## src/rtl/dmem_arb_pkg.sv

```systemverilog
// dmem_arb_pkg: shared state encoding, default limits and port indices for the data-memory arbiter
package dmem_arb_pkg;
  typedef enum logic {S_CPU = 1'b0, S_DMA = 1'b1} arb_state_e;
  localparam int MAX_WAIT_DEF  = 4;
  localparam int MAX_BURST_DEF = 8;
  localparam int PORT_CPU      = 0;
  localparam int PORT_DMA      = 1;
endpackage

```

## src/rtl/dmem_arbiter.sv

```systemverilog
// dmem_arbiter: CPU-preferred single-port data memory arbiter with DMA anti-starvation and locked bursts
module dmem_arbiter
  import dmem_arb_pkg::*;
#(
  parameter int ADDR_W    = 32,
  parameter int DATA_W    = 32,
  parameter int MAX_WAIT  = MAX_WAIT_DEF,
  parameter int MAX_BURST = MAX_BURST_DEF
) (
  input  logic              clk,
  input  logic              rst,
  input  logic              cpu_req,
  input  logic              cpu_we,
  input  logic [ADDR_W-1:0] cpu_addr,
  input  logic [DATA_W-1:0] cpu_wdata,
  output logic              cpu_gnt,
  output logic              cpu_stall,
  output logic              cpu_rvalid,
  output logic [DATA_W-1:0] cpu_rdata,
  input  logic              dma_req,
  input  logic              dma_we,
  input  logic              dma_lock,
  input  logic [ADDR_W-1:0] dma_addr,
  input  logic [DATA_W-1:0] dma_wdata,
  output logic              dma_gnt,
  output logic              dma_rvalid,
  output logic [DATA_W-1:0] dma_rdata,
  output logic              mem_read,
  output logic              mem_write,
  output logic [ADDR_W-1:0] mem_addr,
  output logic [DATA_W-1:0] mem_wdata,
  input  logic [DATA_W-1:0] mem_rdata
);
  localparam int WW = $clog2(MAX_WAIT + 1);
  localparam int BW = $clog2(MAX_BURST + 1);
  arb_state_e state;
  logic [WW-1:0] wait_cnt;
  logic [BW-1:0] burst_cnt;
  logic dma_due, burst_full;
  assign dma_due    = dma_req & (wait_cnt == WW'(MAX_WAIT));
  assign burst_full = cpu_req & (burst_cnt == BW'(MAX_BURST));
  // grants are suppressed while reset is held so no access slips through mid-reset
  assign cpu_gnt   = ~rst & cpu_req & (state == S_CPU ? ~dma_due : ~(dma_req & ~burst_full));
  assign dma_gnt   = ~rst & dma_req & (state == S_CPU ? ~cpu_gnt : ~burst_full);
  assign cpu_stall = cpu_req & ~cpu_gnt;
  assign mem_read  = dma_gnt ? ~dma_we : cpu_gnt & ~cpu_we;
  assign mem_write = dma_gnt ? dma_we : cpu_gnt & cpu_we;
  assign mem_addr  = dma_gnt ? dma_addr : cpu_addr;
  assign mem_wdata = dma_gnt ? dma_wdata : cpu_wdata;
  always_ff @(posedge clk or posedge rst) begin
    if (rst) begin
      state      <= S_CPU;
      wait_cnt   <= '0;
      burst_cnt  <= '0;
      cpu_rvalid <= 1'b0;
      dma_rvalid <= 1'b0;
      cpu_rdata  <= '0;
      dma_rdata  <= '0;
    end else begin
      wait_cnt   <= (dma_gnt | ~dma_req) ? '0 : wait_cnt + WW'(wait_cnt != WW'(MAX_WAIT));
      cpu_rvalid <= cpu_gnt & ~cpu_we;
      dma_rvalid <= dma_gnt & ~dma_we;
      if (cpu_gnt & ~cpu_we) cpu_rdata <= mem_rdata;
      if (dma_gnt & ~dma_we) dma_rdata <= mem_rdata;
      if (state == S_CPU) begin
        if (dma_gnt & dma_lock) begin
          state     <= S_DMA;
          burst_cnt <= BW'(1);
        end
      end else if ((dma_gnt & ~dma_lock) | ~dma_req | cpu_gnt) begin
        state     <= S_CPU;
        burst_cnt <= '0;
      end else if (dma_gnt && burst_cnt != BW'(MAX_BURST)) begin
        burst_cnt <= burst_cnt + BW'(1);
      end
    end
  end
endmodule

```

## config.mk

```make
export PLATFORM = sky130hd
export DESIGN_NAME = dmem_arbiter
export DESIGN_NICKNAME = d
export VERILOG_FILES = /design/src/rtl/dmem_arb_pkg.sv /design/src/rtl/dmem_arbiter.sv
export SDC_FILE = /design/constraint.sdc
export NUM_CORES = 1
export LEC_CHECK = 0
export CORE_AREA = 2 2 116 118
export DETAILED_ROUTE_END_ITERATION = 16
export DIE_AREA = 0 0 118 120
export PLACE_DENSITY = 0.81
export SLEW_MARGIN = 0
export SYNTH_ARGS = -nofsm -noshare
export SYNTH_HDL_FRONTEND = slang
export SYNTH_SLANG_ARGS = --single-unit
```

## constraint.sdc

```tcl
create_clock -name clk -period 9.7 [get_ports clk]
set_input_delay 1.94 -clock clk [delete_from_list [all_inputs] [get_ports clk]]
set_output_delay 1.94 -clock clk [all_outputs]
set_load 0.03 [all_outputs]
```

==> results_dict.tcl, run 1 <==
set metrics [dict create \
    run_status "completed" \
    required_ns 7.76 \
    mappedNetlistArea_um2 3925 \
    grt_first_pass_wirelength_mm 20.56 \
    numCtsBuffers 9 \
    clock_latency_ns 0.32 \
    clock-root-buffer "sky130_fd_sc_hd__clkbuf_16" \
    routed_vias_inst 4.489 \
    static_leakage_power_nw 3.013 \
    detail_route.wl_per_cell_um 18.56 \
    synth_fp_nets 449 \
    design.die.area_um2 14160 \
    clkSlewWorstSetupHoldPaths_ns 0.05 \
    fp-row-count 42 \
    hold_slack_final_ns 0.4912 \
    setup_viol 0 \
    fin_worst_skew_ns 0.003907 \
    number_of_antenna_violations_at_the_first_check_in_global_routing 0 \
    grt_max_degree 78 \
    reg2reg_setup_slack_ns 7.15 \
    hp-class "flip-flop to flip-flop" \
    timing.critical_path.to_type "output port" \
    cts_tree "built" \
    drt_iter0_markers 221 \
    fin_ws_ns 2.720 \
    hpwl_mm 11.35 \
    post_synth_main_area_contributors "sky130_fd_sc_hd__dfrtp_1 (47%), sky130_fd_sc_hd__mux2_2 (26%), sky130_fd_sc_hd__mux2_4 (11%)" \
    gpl.final_weighted_congestion 0.9237 \
    finalSetupTns_ns 0 \
    cts-hold-fix-buffers 0 \
    post-cts-setup-buffers 0 \
    cp-start-kind "input port" \
    critPathArrivalTime_ns 5.04 \
    core-area_um2 12980 \
    timing.slew.headroom_pct 36.29 \
    antenna_cells_inserted 0 \
    grt_use_total_pct 18.85 \
    top_level_ports 302 \
    netlist-cell-type-count 34 \
    synth_top_cell_area_share_pct 47.18 \
    worst-setup-path-type "input port to output port" \
    power.total_mw 1.271 \
    largest_fanout_of_any_net_on_the_critical_path 77 \
    drive_above_1_share_pct 25.26 \
    slew_violations 0 \
    number_of_search_and_repair_iterations_in_the_first_detailed_routing_pass 4 \
    worst_slew_pin_slew_ns 0.9557 \
    route.detailed.drc 0 \
    htree_num_levels 3 \
    async_reset_ff_share_pct 100.0 \
    synth-seq-cells 74 \
    die_y_um 120 \
    fmaxAchievable_ghz 0.1433 \
    yosysSeqAreaShare_pct 47.18 \
    finalHoldViolCount 0 \
    fin_crit_sh_pct 71.96 \
    synth.largest_area_cell "sky130_fd_sc_hd__dfrtp_1" \
    synth_top_flop_cell "sky130_fd_sc_hd__dfrtp_1" \
    die_w_um 118 \
    grt_pass1_vias 3577 \
    finalInstanceArea_um2 7357 \
    nFillCells 1090 \
    synthCells 278 \
    vias 3403 \
    max-clock-path-buffers 2 \
    preCtsSetupSlack_ns 2.647 \
    areaGrowthSynthToFinish_pct 87.44 \
    cell_with_the_most_instances_after_synthesis "sky130_fd_sc_hd__mux2_2" \
    power.density_cell_area_nw_per_um2 172.7 \
    cts.sink_count 74 \
    ctsResizeCount 0 \
    avgSynthCellArea_um2 14.12 \
    rsz0062_at_grt "false" \
    grt_remaining_overflow 0 \
    placed_area_um2 7063 \
    postRouteWirelength_mm 14.07 \
    count_of_flip_flops_with_a_built_in_enable_after_synthesis 0 \
    synth.cells.most_frequent "sky130_fd_sc_hd__mux2_2 (91), sky130_fd_sc_hd__dfrtp_1 (74), sky130_fd_sc_hd__mux2_4 (29)" \
    irDropWorstVdd_v 0.00008500 \
    ant_nets 0 \
    numPortBuffers 301 \
    floorplan.initialDensity_pct 30.24 \
    synthesis.yosys.warnings 0 \
    period_minus_slack_ns 6.980 \
    fin_nets 748 \
    timing.max_cap.violations 0 \
]
==> registers in the layout, summed over array words and instances, names as in the netlist <==
| signal | flops |
|---|---|
| burst_cnt | 4 |
| state | 1 |
| cpu_rvalid | 1 |
| cpu_rdata | 32 |
| wait_cnt | 3 |
| dma_rvalid | 1 |
| dma_rdata | 32 |
==> final cells by class <==
type / instances / area [um^2] / share of cell area, %
Timing Repair Buffer: 305 / 3043 / 41.36
Sequential cell: 74 / 1852 / 25.17
Clock inverter: 6 / 65.06 / 0.8844
Inverter: 9 / 33.78 / 0.4592
Clock buffer: 10 / 229.0 / 3.112
Multi-Input combinational cell: 178 / 1914 / 26.02
Tap cell: 176 / 220.2 / 2.993
==> final timing paths <==
check,start,end,depth (start not counted)
max in group asynchronous,rst,cpu_rdata[28],3
worst max register to register,burst_cnt[0],cpu_rdata[6],8
worst max-delay path,rst,mem_read,8
worst min register to register,dma_rdata[1],dma_rdata[1],1
min in group asynchronous,rst,state,3
worst min-delay path,dma_rdata[1],dma_rdata[1],1
==> stage by stage <==
| stage | instances | utilization (%) |
|---|---|---|
| finish | 758 | 56.68 |
| global route | 758 | 56.68 |
| CTS | 758 | 56.68 |
| detailed placement | 742 | 54.41 |
| global placement | 742 | 54.41 |
| floorplan | 278 | - |
==> placed cells by master (no fill, tap or decap), types with 2 or more instances in the layout <==
master	instances
sky130_fd_sc_hd__clkbuf_16	9
sky130_fd_sc_hd__mux2_2	91
sky130_fd_sc_hd__mux2_4	29
sky130_fd_sc_hd__nor2b_1	3
sky130_fd_sc_hd__o21ai_0	3
sky130_fd_sc_hd__clkdlybuf4s50_1	301
sky130_fd_sc_hd__nand3_1	2
sky130_fd_sc_hd__o211ai_1	3
sky130_fd_sc_hd__nand2_1	8
sky130_fd_sc_hd__dfrtp_1	74
sky130_fd_sc_hd__nor2_1	7
sky130_fd_sc_hd__inv_1	8
sky130_fd_sc_hd__clkinv_2	2
sky130_fd_sc_hd__ha_1	4
sky130_fd_sc_hd__mux2_1	9
sky130_fd_sc_hd__buf_4	4
==> where the power goes <==
group | switching, mW | internal (mW) | leakage [nW]
Combinational | 0.265 | 0.275 | 1.97
Sequential | 0.0370 | 0.371 | 0.898
Clock | 0.124 | 0.199 | 0.143
==> critical path, cell delays in order <==
cell and delay (ns):
sky130_fd_sc_hd__clkdlybuf4s50_1 0.50, sky130_fd_sc_hd__inv_2 0.08, sky130_fd_sc_hd__buf_4 0.70, sky130_fd_sc_hd__o211a_4 0.30, sky130_fd_sc_hd__nor2b_4 0.13, sky130_fd_sc_hd__buf_4 0.49, sky130_fd_sc_hd__nand2b_1 0.18, sky130_fd_sc_hd__clkdlybuf4s50_1 0.67
==> cell families (layout without fill, tap and decap cells) <==
family                     count (synthesis)  in the layout  synth area share (%)
xor gates and xnor gates                   1              1                0.2232
adders and majority gates                  4              4                 1.275
AOI/OAI and AO/OA                         16             16                 3.284
buffers and inverters                     26            330                 4.303
muxes                                    129            129                 39.78
and+or+nand+nor                           28             28                 3.953
DFF                                       74             74                 47.18
==> metal layers <==
metal  global-route usage (%)  up-vias  part of all wire [%]
met5                        0        -                     0
met4                    3.991        0                  0.80
met3                    8.793        9                    11
met2                    31.94      156                    50
met1                    21.85     1645                    38
li1                         -     1593                     -
No activity file was read; power rests on OpenSTA's default activity.
==> run 2, diff against run 1 <==
CORE_AREA = 2 2 117 119   (was 2 2 116 118)
DIE_AREA = 0 0 119 121   (was 0 0 118 120)
PLACE_DENSITY = 0.8   (was 0.81)
clock period = 7.2 ns   (was 9.7 ns; I/O delays follow)
==> run 2 against run 1 <==
Against the previous run: sequential share of layout area is 0.12 points lower; register-to-register slack got worse by 2.8 ns; global-route usage rose by 1.9 points; power grew 38%; sequential cell count stayed put; final cell count is the same; highest routed layer unchanged; utilization fell by 0.20 points; critical path depth fell by 1; setup slack got worse by 1.3 ns; via count up 0.15%; die area grew 1.7%.
==> results_dict.tcl, run 2 (same netlist as run 1, synthesis figures left out) <==
set metrics [dict create \
    numCtsBuffers 9 \
    route.detailed.drc 0 \
    required_ns 5.76 \
    core-area_um2 13090 \
    clock-root-buffer "sky130_fd_sc_hd__clkbuf_16" \
    power.total_mw 1.756 \
    ant_nets 0 \
    mostFrequentLayoutCell "sky130_fd_sc_hd__clkdlybuf4s50_1" \
    slew_violations 0 \
    timing.slew.headroom_pct 37.06 \
    clock_latency_ns 0.33 \
    fin_worst_skew_ns 0.005605 \
    cts.sink_count 74 \
    ff2ff_path_depth 8 \
    gpl.final_weighted_congestion 0.9563 \
    routed_vias_inst 4.496 \
    fin_nets 748 \
    grt_max_degree 77 \
    power.density_cell_area_nw_per_um2 237.6 \
    grt_first_pass_wirelength_mm 22.17 \
    drt_iter0_markers 215 \
    vias 3408 \
    worst-setup-path-type "input port to output port" \
    number_of_search_and_repair_iterations_in_the_first_detailed_routing_pass 4 \
    numPortBuffers 301 \
    rsz0062_at_grt "false" \
    fmaxAchievable_ghz 0.1716 \
    finalHoldViolCount 0 \
    fin_crit_sh_pct 80.95 \
    period_minus_slack_ns 5.828 \
    grt_remaining_overflow 0 \
    die_y_um 121 \
    drive_above_1_share_pct 25.09 \
    largest_fanout_of_any_net_on_the_critical_path 43 \
    clkSlewWorstSetupHoldPaths_ns 0.06 \
    top_level_ports 302 \
    grt_use_total_pct 20.76 \
    timing.rr.start "burst_cnt[0]" \
    ctsResizeCount 0 \
    antenna_cells_inserted 0 \
    critPathArrivalTime_ns 4.39 \
    cts-hold-fix-buffers 0 \
    largest_registers "cpu_rdata x32, dma_rdata x32, burst_cnt x4" \
    die_w_um 119 \
    reg2reg_to "dma_rdata[8]" \
    cp-start-kind "input port" \
    cts_tree "built" \
    timing.max_cap.violations 0 \
    run_status "completed" \
    worst_slew_pin_slew_ns 0.9440 \
    critical_path.endpoint "mem_addr[14]" \
    floorplan.initialDensity_pct 30.00 \
    hpwl_mm 12.35 \
    grt_pass1_vias 3645 \
    number_of_antenna_violations_at_the_first_check_in_global_routing 0 \
    reg2reg_setup_slack_ns 4.31 \
    finalSetupTns_ns 0 \
    irDropWorstVdd_v 0.0001161 \
    detail_route.wl_per_cell_um 20.19 \
    final_cell_mix "sky130_fd_sc_hd__clkdlybuf4s50_1 (301), sky130_fd_sc_hd__mux2_2 (91), sky130_fd_sc_hd__dfrtp_1 (74), sky130_fd_sc_hd__mux2_4 (29)" \
    timing.critical_path.to_type "output port" \
    worstSetupStartpoint "dma_req" \
    htree_num_levels 3 \
    postRouteWirelength_mm 15.31 \
    static_leakage_power_nw 3.022 \
    areaGrowthSynthToFinish_pct 88.30 \
    hp-class "flip-flop to flip-flop" \
    design.die.area_um2 14400 \
    post-cts-setup-buffers 0 \
    fp-row-count 42 \
    setup_viol 0 \
    post_layout_util_pct 56.48 \
    max-clock-path-buffers 2 \
]
## run 2: cell count changes in the layout (fill, tap and decap cells not counted), sizes merged
cell	previous run	this run
clkinv	3	1
bufinv	1	2
clkinvlp	1	2
## run 2: stage by stage
stage               cells  hold WS [ns]  instance area [um^2]  setup slack [ns]
finish                758        0.4901                  7391             1.372
global route          758        0.5008                  7391             1.204
CTS                   758        0.4940                  7391             1.365
detailed placement    742        0.4808                  7073             1.376
global placement      742        0.4752                  7073             1.420
floorplan             278        0.4922                  3925             1.575
## run 2: final cells by class
class | count | area (um^2)
clock buffers | 10 | 229.0
repair buffers | 305 | 3055
clock inverters | 6 | 88.84
fillers | 1062 | 5694
well taps | 176 | 220.2
flip-flops and latches | 74 | 1852
multi-input cells | 178 | 1912
inverters | 9 | 33.78
## run 2: worst min-delay path by stage
| stage | start | to | slack, ns | depth (start not counted) |
|---|---|---|---|---|
| after floorplan | burst_cnt[2] | burst_cnt[2] | 0.49 | 2 |
| after global placement | dma_rdata[19] | dma_rdata[19] | 0.48 | 1 |
| after detailed placement | dma_rdata[21] | dma_rdata[21] | 0.48 | 1 |
| after CTS | dma_rdata[21] | dma_rdata[21] | 0.49 | 1 |
| after global routing | dma_rdata[9] | dma_rdata[9] | 0.50 | 1 |
| final | dma_rdata[21] | dma_rdata[21] | 0.49 | 1 |
## run 2: report_power, final
part           leakage [nW]  switching, mW  internal [mW]
clock network         0.149          0.172          0.304
logic                  1.98          0.364          0.371
registers             0.898         0.0458          0.500
total                  3.02          0.582           1.17
## run 2: per-layer routing
metal,routed length [um],GRT usage (%)
met5,0,0
met4,161,4.911
met3,1260,6.626
met2,7715,34.91
met1,6169,26.01
## run 2: critical path, stage by stage
cell                              delay, ns
sky130_fd_sc_hd__clkdlybuf4s50_1       0.57
sky130_fd_sc_hd__inv_1                 0.11
sky130_fd_sc_hd__nor2_1                0.15
sky130_fd_sc_hd__a21boi_4              0.74
sky130_fd_sc_hd__buf_12                0.33
sky130_fd_sc_hd__mux2_2                0.38
sky130_fd_sc_hd__clkdlybuf4s50_1       0.63
